--- config.mk ---
export PLATFORM = sky130hd
export DESIGN_NAME = triangle_analyzer_flat
export DESIGN_NICKNAME = d
export VERILOG_FILES = /design/src/rtl/triangle_pkg.sv /design/src/rtl/triangle_analyzer_if.sv /design/src/rtl/triangle_analyzer_sat_counter.sv /design/src/rtl/triangle_analyzer.sv /design/src/flat_wrapper.sv
export SDC_FILE = /design/constraint.sdc
export NUM_CORES = 1
export LEC_CHECK = 0
export ABC_AREA = 1
export BUFFER_PORTS_ARGS = -buffer_cell sky130_fd_sc_hd__buf_2
export CAP_MARGIN = 25
export CELL_PAD_IN_SITES_DETAIL_PLACEMENT = 1
export CELL_PAD_IN_SITES_GLOBAL_PLACEMENT = 2
export CORE_UTILIZATION = 32
export CTS_CLUSTER_SIZE = 16
export DETAILED_ROUTE_END_ITERATION = 16
export GPL_TIMING_DRIVEN = 0
export PLACE_DENSITY = 0.89
export SLEW_MARGIN = 5
export SYNTH_ARGS = -nofsm -noshare
export SYNTH_HDL_FRONTEND = slang
export SYNTH_HIERARCHICAL = 1
export SYNTH_SLANG_ARGS = --single-unit
export TNS_END_PERCENT = 1
--- constraint.sdc ---
create_clock -name clk -period 2.6 [get_ports clk]
set_clock_uncertainty 0.05 [all_clocks]
set_input_delay 0.26 -clock clk [delete_from_list [all_inputs] [get_ports clk]]
set_output_delay 0.26 -clock clk [all_outputs]
set_load 0.005 [all_outputs]
--- src/rtl/triangle_pkg.sv ---
// Shared types for the triangle stream analyzer and any matching generator.
// Optional feature macro: TRIANGLE_ANALYZER_STATS_EN (adds error_count).
package triangle_pkg;

    // Tracker states: wait for first sample, find direction, then follow slope
    typedef enum logic [1:0] {
        IDLE    = 2'd0,
        ACQUIRE = 2'd1,
        UP      = 2'd2,
        DOWN    = 2'd3
    } state_t;

    localparam int unsigned ERR_CNT_W = 8;

endpackage

--- src/rtl/triangle_analyzer_if.sv ---
// Sample stream and status bundle between a triangle source and the analyzer.
// Optional feature macro: TRIANGLE_ANALYZER_STATS_EN (adds error_count).
interface triangle_analyzer_if
    import triangle_pkg::*;
#(
    parameter int unsigned N  = 8,
    parameter int unsigned PW = N + 1
);
    logic          ena;
    logic [N-1:0]  in;
    logic          dir;
    logic          locked;
    logic          peak;
    logic          valley;
    logic          error;
    logic [PW-1:0] period;
    logic          period_valid;
`ifdef TRIANGLE_ANALYZER_STATS_EN
    logic [ERR_CNT_W-1:0] error_count;

    modport master (output ena, in,
                    input  dir, locked, peak, valley, error, period, period_valid, error_count);
    modport slave  (input  ena, in,
                    output dir, locked, peak, valley, error, period, period_valid, error_count);
`else
    modport master (output ena, in,
                    input  dir, locked, peak, valley, error, period, period_valid);
    modport slave  (input  ena, in,
                    output dir, locked, peak, valley, error, period, period_valid);
`endif
endinterface

--- src/rtl/triangle_analyzer_sat_counter.sv ---
// Saturating up-counter; clr wins, and clr with inc restarts the count at 1.
module sat_counter #(
    parameter int unsigned W = 9
) (
    input  logic         clk,
    input  logic         rst,
    input  logic         clr,
    input  logic         inc,
    output logic [W-1:0] count
);

    // Count register: clear/restart, else saturating increment
    always_ff @(posedge clk or negedge rst) begin
        if (!rst) begin
            count <= '0;
        end else if (clr) begin
            count <= inc ? W'(1) : '0;
        end else if (inc && (count != {W{1'b1}})) begin
            count <= count + W'(1);
        end
    end

endmodule

--- src/rtl/triangle_analyzer.sv ---
// Tracks a 0..MAX..0 triangle sample stream: direction, turn pulses,
// illegal-step errors and the valley-to-valley period.
// Optional feature macro: TRIANGLE_ANALYZER_STATS_EN (adds error_count).
module triangle_analyzer
    import triangle_pkg::*;
#(
    parameter int unsigned N  = 8,
    parameter int unsigned PW = N + 1
) (
    input logic                clk,
    input logic                rst,
    triangle_analyzer_if.slave bus
);

    localparam int unsigned NX     = N + 1;
    localparam logic [N-1:0] MAX    = {N{1'b1}};
    localparam logic [N-1:0] MAX_M1 = MAX - N'(1);

    state_t        state_q, state_d;
    logic [N-1:0]  prev_q, prev_d;
    logic          dir_q, dir_d;
    logic          locked_q, locked_d;
    logic          have_valley_q, have_valley_d;
    logic          peak_q, peak_d;
    logic          valley_q, valley_d;
    logic          err_q, err_d;
    logic [PW-1:0] period_q, period_d;
    logic          pv_q, pv_d;
    logic [PW-1:0] cnt;
    logic          cnt_clr, cnt_inc;

    // Steps compared one bit wider so MAX->0 and 0->MAX never look legal
    logic [NX-1:0] in_x, up_x, dn_x;
    assign in_x = {1'b0, bus.in};
    assign up_x = {1'b0, prev_q} + NX'(1);
    assign dn_x = {1'b0, prev_q} - NX'(1);

    // Next-state, step classification and status updates
    always_comb begin
        state_d       = state_q;
        prev_d        = prev_q;
        locked_d      = locked_q;
        have_valley_d = have_valley_q;
        period_d      = period_q;
        peak_d        = 1'b0;
        valley_d      = 1'b0;
        err_d         = 1'b0;
        pv_d          = 1'b0;
        if (bus.ena) begin
            prev_d = bus.in;
            unique case (state_q)
                IDLE: state_d = ACQUIRE;
                ACQUIRE: begin
                    if (in_x == up_x)      state_d = UP;
                    else if (in_x == dn_x) state_d = DOWN;
                    else                   err_d   = 1'b1;
                end
                UP: begin
                    if (in_x == up_x) begin
                        state_d = UP;
                    end else if ((prev_q == MAX) && (bus.in == MAX_M1)) begin
                        state_d = DOWN;
                        peak_d  = 1'b1;
                    end else begin
                        state_d = ACQUIRE;
                        err_d   = 1'b1;
                    end
                end
                DOWN: begin
                    if (in_x == dn_x) begin
                        state_d = DOWN;
                    end else if ((prev_q == '0) && (bus.in == N'(1))) begin
                        state_d  = UP;
                        valley_d = 1'b1;
                    end else begin
                        state_d = ACQUIRE;
                        err_d   = 1'b1;
                    end
                end
                default: state_d = IDLE;
            endcase
        end
        if (err_d) begin
            locked_d      = 1'b0;
            have_valley_d = 1'b0;
        end
        if (valley_d) begin
            have_valley_d = 1'b1;
            if (have_valley_q) begin
                period_d = cnt;
                pv_d     = 1'b1;
                locked_d = 1'b1;
            end
        end
        dir_d   = (state_d == DOWN);
        cnt_clr = err_d | valley_d;
        cnt_inc = bus.ena & ~err_d;
    end

    // State, history and registered outputs
    always_ff @(posedge clk or negedge rst) begin
        if (!rst) begin
            state_q       <= IDLE;
            prev_q        <= '0;
            dir_q         <= 1'b0;
            locked_q      <= 1'b0;
            have_valley_q <= 1'b0;
            peak_q        <= 1'b0;
            valley_q      <= 1'b0;
            err_q         <= 1'b0;
            period_q      <= '0;
            pv_q          <= 1'b0;
        end else begin
            state_q       <= state_d;
            prev_q        <= prev_d;
            dir_q         <= dir_d;
            locked_q      <= locked_d;
            have_valley_q <= have_valley_d;
            peak_q        <= peak_d;
            valley_q      <= valley_d;
            err_q         <= err_d;
            period_q      <= period_d;
            pv_q          <= pv_d;
        end
    end

    sat_counter #(.W(PW)) u_period_cnt (
        .clk   (clk),
        .rst   (rst),
        .clr   (cnt_clr),
        .inc   (cnt_inc),
        .count (cnt)
    );

    assign bus.dir          = dir_q;
    assign bus.locked       = locked_q;
    assign bus.peak         = peak_q;
    assign bus.valley       = valley_q;
    assign bus.error        = err_q;
    assign bus.period       = period_q;
    assign bus.period_valid = pv_q;

`ifdef TRIANGLE_ANALYZER_STATS_EN
    logic [ERR_CNT_W-1:0] err_cnt_q;

    // Saturating count of illegal steps since reset
    always_ff @(posedge clk or negedge rst) begin
        if (!rst) begin
            err_cnt_q <= '0;
        end else if (err_d && (err_cnt_q != {ERR_CNT_W{1'b1}})) begin
            err_cnt_q <= err_cnt_q + ERR_CNT_W'(1);
        end
    end

    assign bus.error_count = err_cnt_q;
`endif

endmodule

--- src/flat_wrapper.sv ---
// flat-port wrapper written by rule: the top's interface ports become plain ports
module triangle_analyzer_flat import triangle_pkg::*;
#(
    parameter int unsigned N  = 8,
    parameter int unsigned PW = N + 1
)
  (clk, rst, bus_ena, bus_in, bus_dir, bus_locked, bus_peak, bus_valley, bus_error, bus_period, bus_period_valid);
  triangle_analyzer_if #(.N(N), .PW(PW)) bus_i ();
  input logic clk;
  input logic rst;
  input wire logic [$bits(bus_i.ena)-1:0] bus_ena;
  input wire logic [$bits(bus_i.in)-1:0] bus_in;
  output wire logic [$bits(bus_i.dir)-1:0] bus_dir;
  output wire logic [$bits(bus_i.locked)-1:0] bus_locked;
  output wire logic [$bits(bus_i.peak)-1:0] bus_peak;
  output wire logic [$bits(bus_i.valley)-1:0] bus_valley;
  output wire logic [$bits(bus_i.error)-1:0] bus_error;
  output wire logic [$bits(bus_i.period)-1:0] bus_period;
  output wire logic [$bits(bus_i.period_valid)-1:0] bus_period_valid;
  assign bus_i.ena = bus_ena;
  assign bus_i.in = bus_in;
  assign bus_dir = bus_i.dir;
  assign bus_locked = bus_i.locked;
  assign bus_peak = bus_i.peak;
  assign bus_valley = bus_i.valley;
  assign bus_error = bus_i.error;
  assign bus_period = bus_i.period;
  assign bus_period_valid = bus_i.period_valid;
  triangle_analyzer #(.N(N), .PW(PW)) u_core (.clk(clk), .rst(rst), .bus(bus_i));
endmodule
==> results.json <==
{
  "status": "complete, no violations",
  "dieWidth_um": 85.2,
  "clock-sinks": 35,
  "synth_area_leader_cell": "dfrtp_1",
  "maxCapViolCount": 0,
  "die-area_mm2": 0.00725,
  "grt_max_degree": 36,
  "antenna_found_initial": 0,
  "port-buffer-count": 25,
  "required_ps": 2780,
  "p_seq_frac": 0.465,
  "synth_top_area_share": 0.396,
  "max_slew.worst_pin.slew_ps": 811,
  "worstSkewPairLatency_ps": 290,
  "setup_viol": 0,
  "async_reset_ff_frac": 1.00,
  "reg2reg_depth": 15,
  "p_int_w": 0.000879,
  "grt_usage": 0.172,
  "final_cells": 437,
  "num-nets-final": 374,
  "startpoint_type": "flop",
  "crit_slowest_cell": "dfrtp_1",
  "initial_core_util": 0.341,
  "wire_per_inst_um": 13.2,
  "ys_ff_latch": 35,
  "placeableCoreArea_mm2": 0.00649,
  "fillers": 838,
  "wl_um": 5780,
  "power_frac_comb": 0.209,
  "syn-cell-area_mm2": 0.00221,
  "rrSetupSlack_ps": 210,
  "drtAntennaViolNets": 0,
  "synth.distinct_cells": 30,
  "clk_pin_slew_ps": 70,
  "yosysMostFrequentCell": "nand2_1",
  "switching_share": 0.315,
  "synth_edf_count": 0,
  "grt_pass1_vias": 2175,
  "cpMostUsedCell": "nand3_2",
  "finalCritPeriodShare": 0.918,
  "slew_violations": 0,
  "rr_startpoint": "u_core/prev_q[0]$_DFFE_PN0P_",
  "worstSetupEndpointType": "flop",
  "syn_inst": 322,
  "syn_to_final_growth_pct": 20.5,
  "ys_top_cells_by_area": "dfrtp_1 (40%), nand2_1 (21%), inv_1 (6.4%)",
  "place_congestion": 0.744,
  "synth_seq_area_share": 0.396,
  "dp.cells": 424,
  "grt_overflow": 0,
  "grt_pass1_wl_um": 9840,
  "irDropWorstVdd_v": 0.000236,
  "drtIter0Drc": 64,
  "htree_levels": 2,
  "clock_path_buffers": 2,
  "p_sw_w": 0.000404,
  "cts_tree": "done",
  "drt_first_pass_iters": 4,
  "relSlewSlack": 0.459,
  "via_count": 2084,
  "die_h_um": 85.2,
  "yosys-top-cells-count": "nand2_1 (124), inv_1 (38), dfrtp_1 (35)",
  "syn-num-nets": 337,
  "io_pins": 26,
  "cp_max_fo": 6,
  "leakage_nw": 1.49,
  "antenna-diode-count": 0,
  "cts_root_buf": "clkbuf_8",
  "rsz0062_at_grt": "false",
  "powerDensity_mw_per_mm2": 481,
  "max_stage_delay_ps": 400,
  "worstPathArrival_ps": 2560,
  "timing.fmax_mhz": 419,
  "placementRows": 29,
  "path_cells": "buf_4 > ha_2 > nand3_2 > nor2_1 > a21oi_1 > nand4_4 > nand3_2 > nand3_4 > nor2_4 > nand3_4 > nor2_4 > nand3_2 > nand2_1 > inv_1 > nor2_2",
  "drive_gt1_frac": 0.233,
  "yosys_warnings": 6,
  "drc": 0,
  "cts_made_buffers": 5,
  "vias_per_cell": 4.77,
  "hold_viol": 0,
  "critical_path_class": "flop to flop",
  "dp_hpwl_um": 4270,
  "cts_hold_buf": 0,
  "worst_hold_slack_ps": 10.2,
  "period_minus_slack_ps": 2390,
  "avgSynthCellArea_um2": 6.87,
  "min_path_type": "input port to async pin",
  "synthFlopType": "dfrtp_1",
  "clock_power_share": 0.326,
  "r2r-end": "u_core/u_period_cnt/count[5]$_DFFE_PN0P_"
}
[cell families after synthesis]
group	share of synthesized area
and+or+nand+nor	0.421
DFF	0.396
xor gates and xnor gates	0.00396
buffers and inverters	0.107
AOI/OAI and AO/OA	0.0497
adders and majority gates	0.0226
[worst max path at each step]
stage | endpoint | from
global route | u_core/u_period_cnt/count[5]$_DFFE_PN0P_ | u_core/prev_q[1]$_DFFE_PN0P_
CTS | u_core/u_period_cnt/count[5]$_DFFE_PN0P_ | u_core/prev_q[0]$_DFFE_PN0P_
finish | u_core/u_period_cnt/count[5]$_DFFE_PN0P_ | u_core/prev_q[0]$_DFFE_PN0P_
floorplan | u_core/u_period_cnt/count[4]$_DFFE_PN0P_ | u_core/prev_q[0]$_DFFE_PN0P_
detailed placement | u_core/u_period_cnt/count[4]$_DFFE_PN0P_ | u_core/prev_q[0]$_DFFE_PN0P_
global placement | u_core/u_period_cnt/count[4]$_DFFE_PN0P_ | u_core/prev_q[0]$_DFFE_PN0P_
[metrics by stage]
stage | total power [W] | util | setup WS (ps) | setup TNS, ps | cell area (um^2)
finish | 0.00128 | 0.411 | 213 | 0 | 2670
global placement | 0.000840 | 0.375 | -60.2 | -176 | 2430
global route | 0.00136 | 0.411 | 0.800 | 0 | 2670
floorplan | 0.000768 | - | 327 | 0 | 2210
CTS | 0.00128 | 0.393 | 24.4 | 0 | 2550
detailed placement | 0.000848 | 0.375 | -104 | -383 | 2430
[layer usage]
layer,up-vias,track usage,routed length [um]
li1,1067,-,-
met1,996,0.207,2640
met2,14,0.312,2980
met3,7,0.0263,97
met4,0,0.0555,65
met5,-,0,0
[layout by cell type (no fill, tap or decap), types with 2 or more instances in the layout]
cell,instances
buf_4,5
nor2_2,7
nand3b_1,3
clkbuf_8,6
a21oi_1,7
inv_2,9
dfrtp_1,35
ha_1,2
nand2_2,5
inv_1,36
nor4_1,4
buf_6,3
clkbuf_1,2
nand3_1,15
nand4_1,5
o21ai_0,12
nand3_2,7
nor2_4,6
nand3_4,2
buf_2,26
nor2_1,27
nand2_1,122
[state kept, by name (all words and copies together), names as in the netlist]
| signal | flops |
|---|---|
| u_core/bus.peak | 1 |
| u_core/u_period_cnt/count | 9 |
| u_core/prev_q | 8 |
| u_core/have_valley_q | 1 |
| u_core/bus.error | 1 |
| u_core/bus.period | 9 |
| u_core/bus.dir | 1 |
| u_core/state_q | 2 |
| u_core/bus.valley | 1 |
| u_core/bus.locked | 1 |
| u_core/bus.period_valid | 1 |
[power groups by stage]
stage / Combinational, W / Clock (W) / Sequential, W
after floorplan: 0.000168 / 0 / 0.000600
after global placement: 0.000234 / 0 / 0.000606
after detailed placement: 0.000241 / 0 / 0.000607
after CTS: 0.000247 / 0.000439 / 0.000596
after global routing: 0.000308 / 0.000455 / 0.000601
final: 0.000268 / 0.000418 / 0.000597
[timing repair]
item | CTS | global route
pin swaps | 1 | 11
resized for setup | 3 | 21
setup buffers | 2 | 3
setup endpoints to repair | 6 | 9
[area by class of cell]
cell class | count | area (um^2) | share of cell area
clock inverters | 1 | 8.76 | 0.00328
clock buffers | 7 | 86.3 | 0.0324
inverters | 47 | 191 | 0.0718
well taps | 77 | 96.3 | 0.0361
repair buffers | 30 | 163 | 0.0610
multi-input cells | 234 | 1200 | 0.450
flip-flops and latches | 35 | 876 | 0.328
plain buffers | 6 | 46.3 | 0.0174
[worst max-delay path: cells and delay by family, from the launching register on]
kind / cells / cell delay (ps)
simple gates: 11 / 1190
flops: 1 / 400
compound gates: 1 / 270
buf+inv: 2 / 210
fa+ha+maj: 1 / 210
Note: power is estimated with default switching activity, not from simulation.
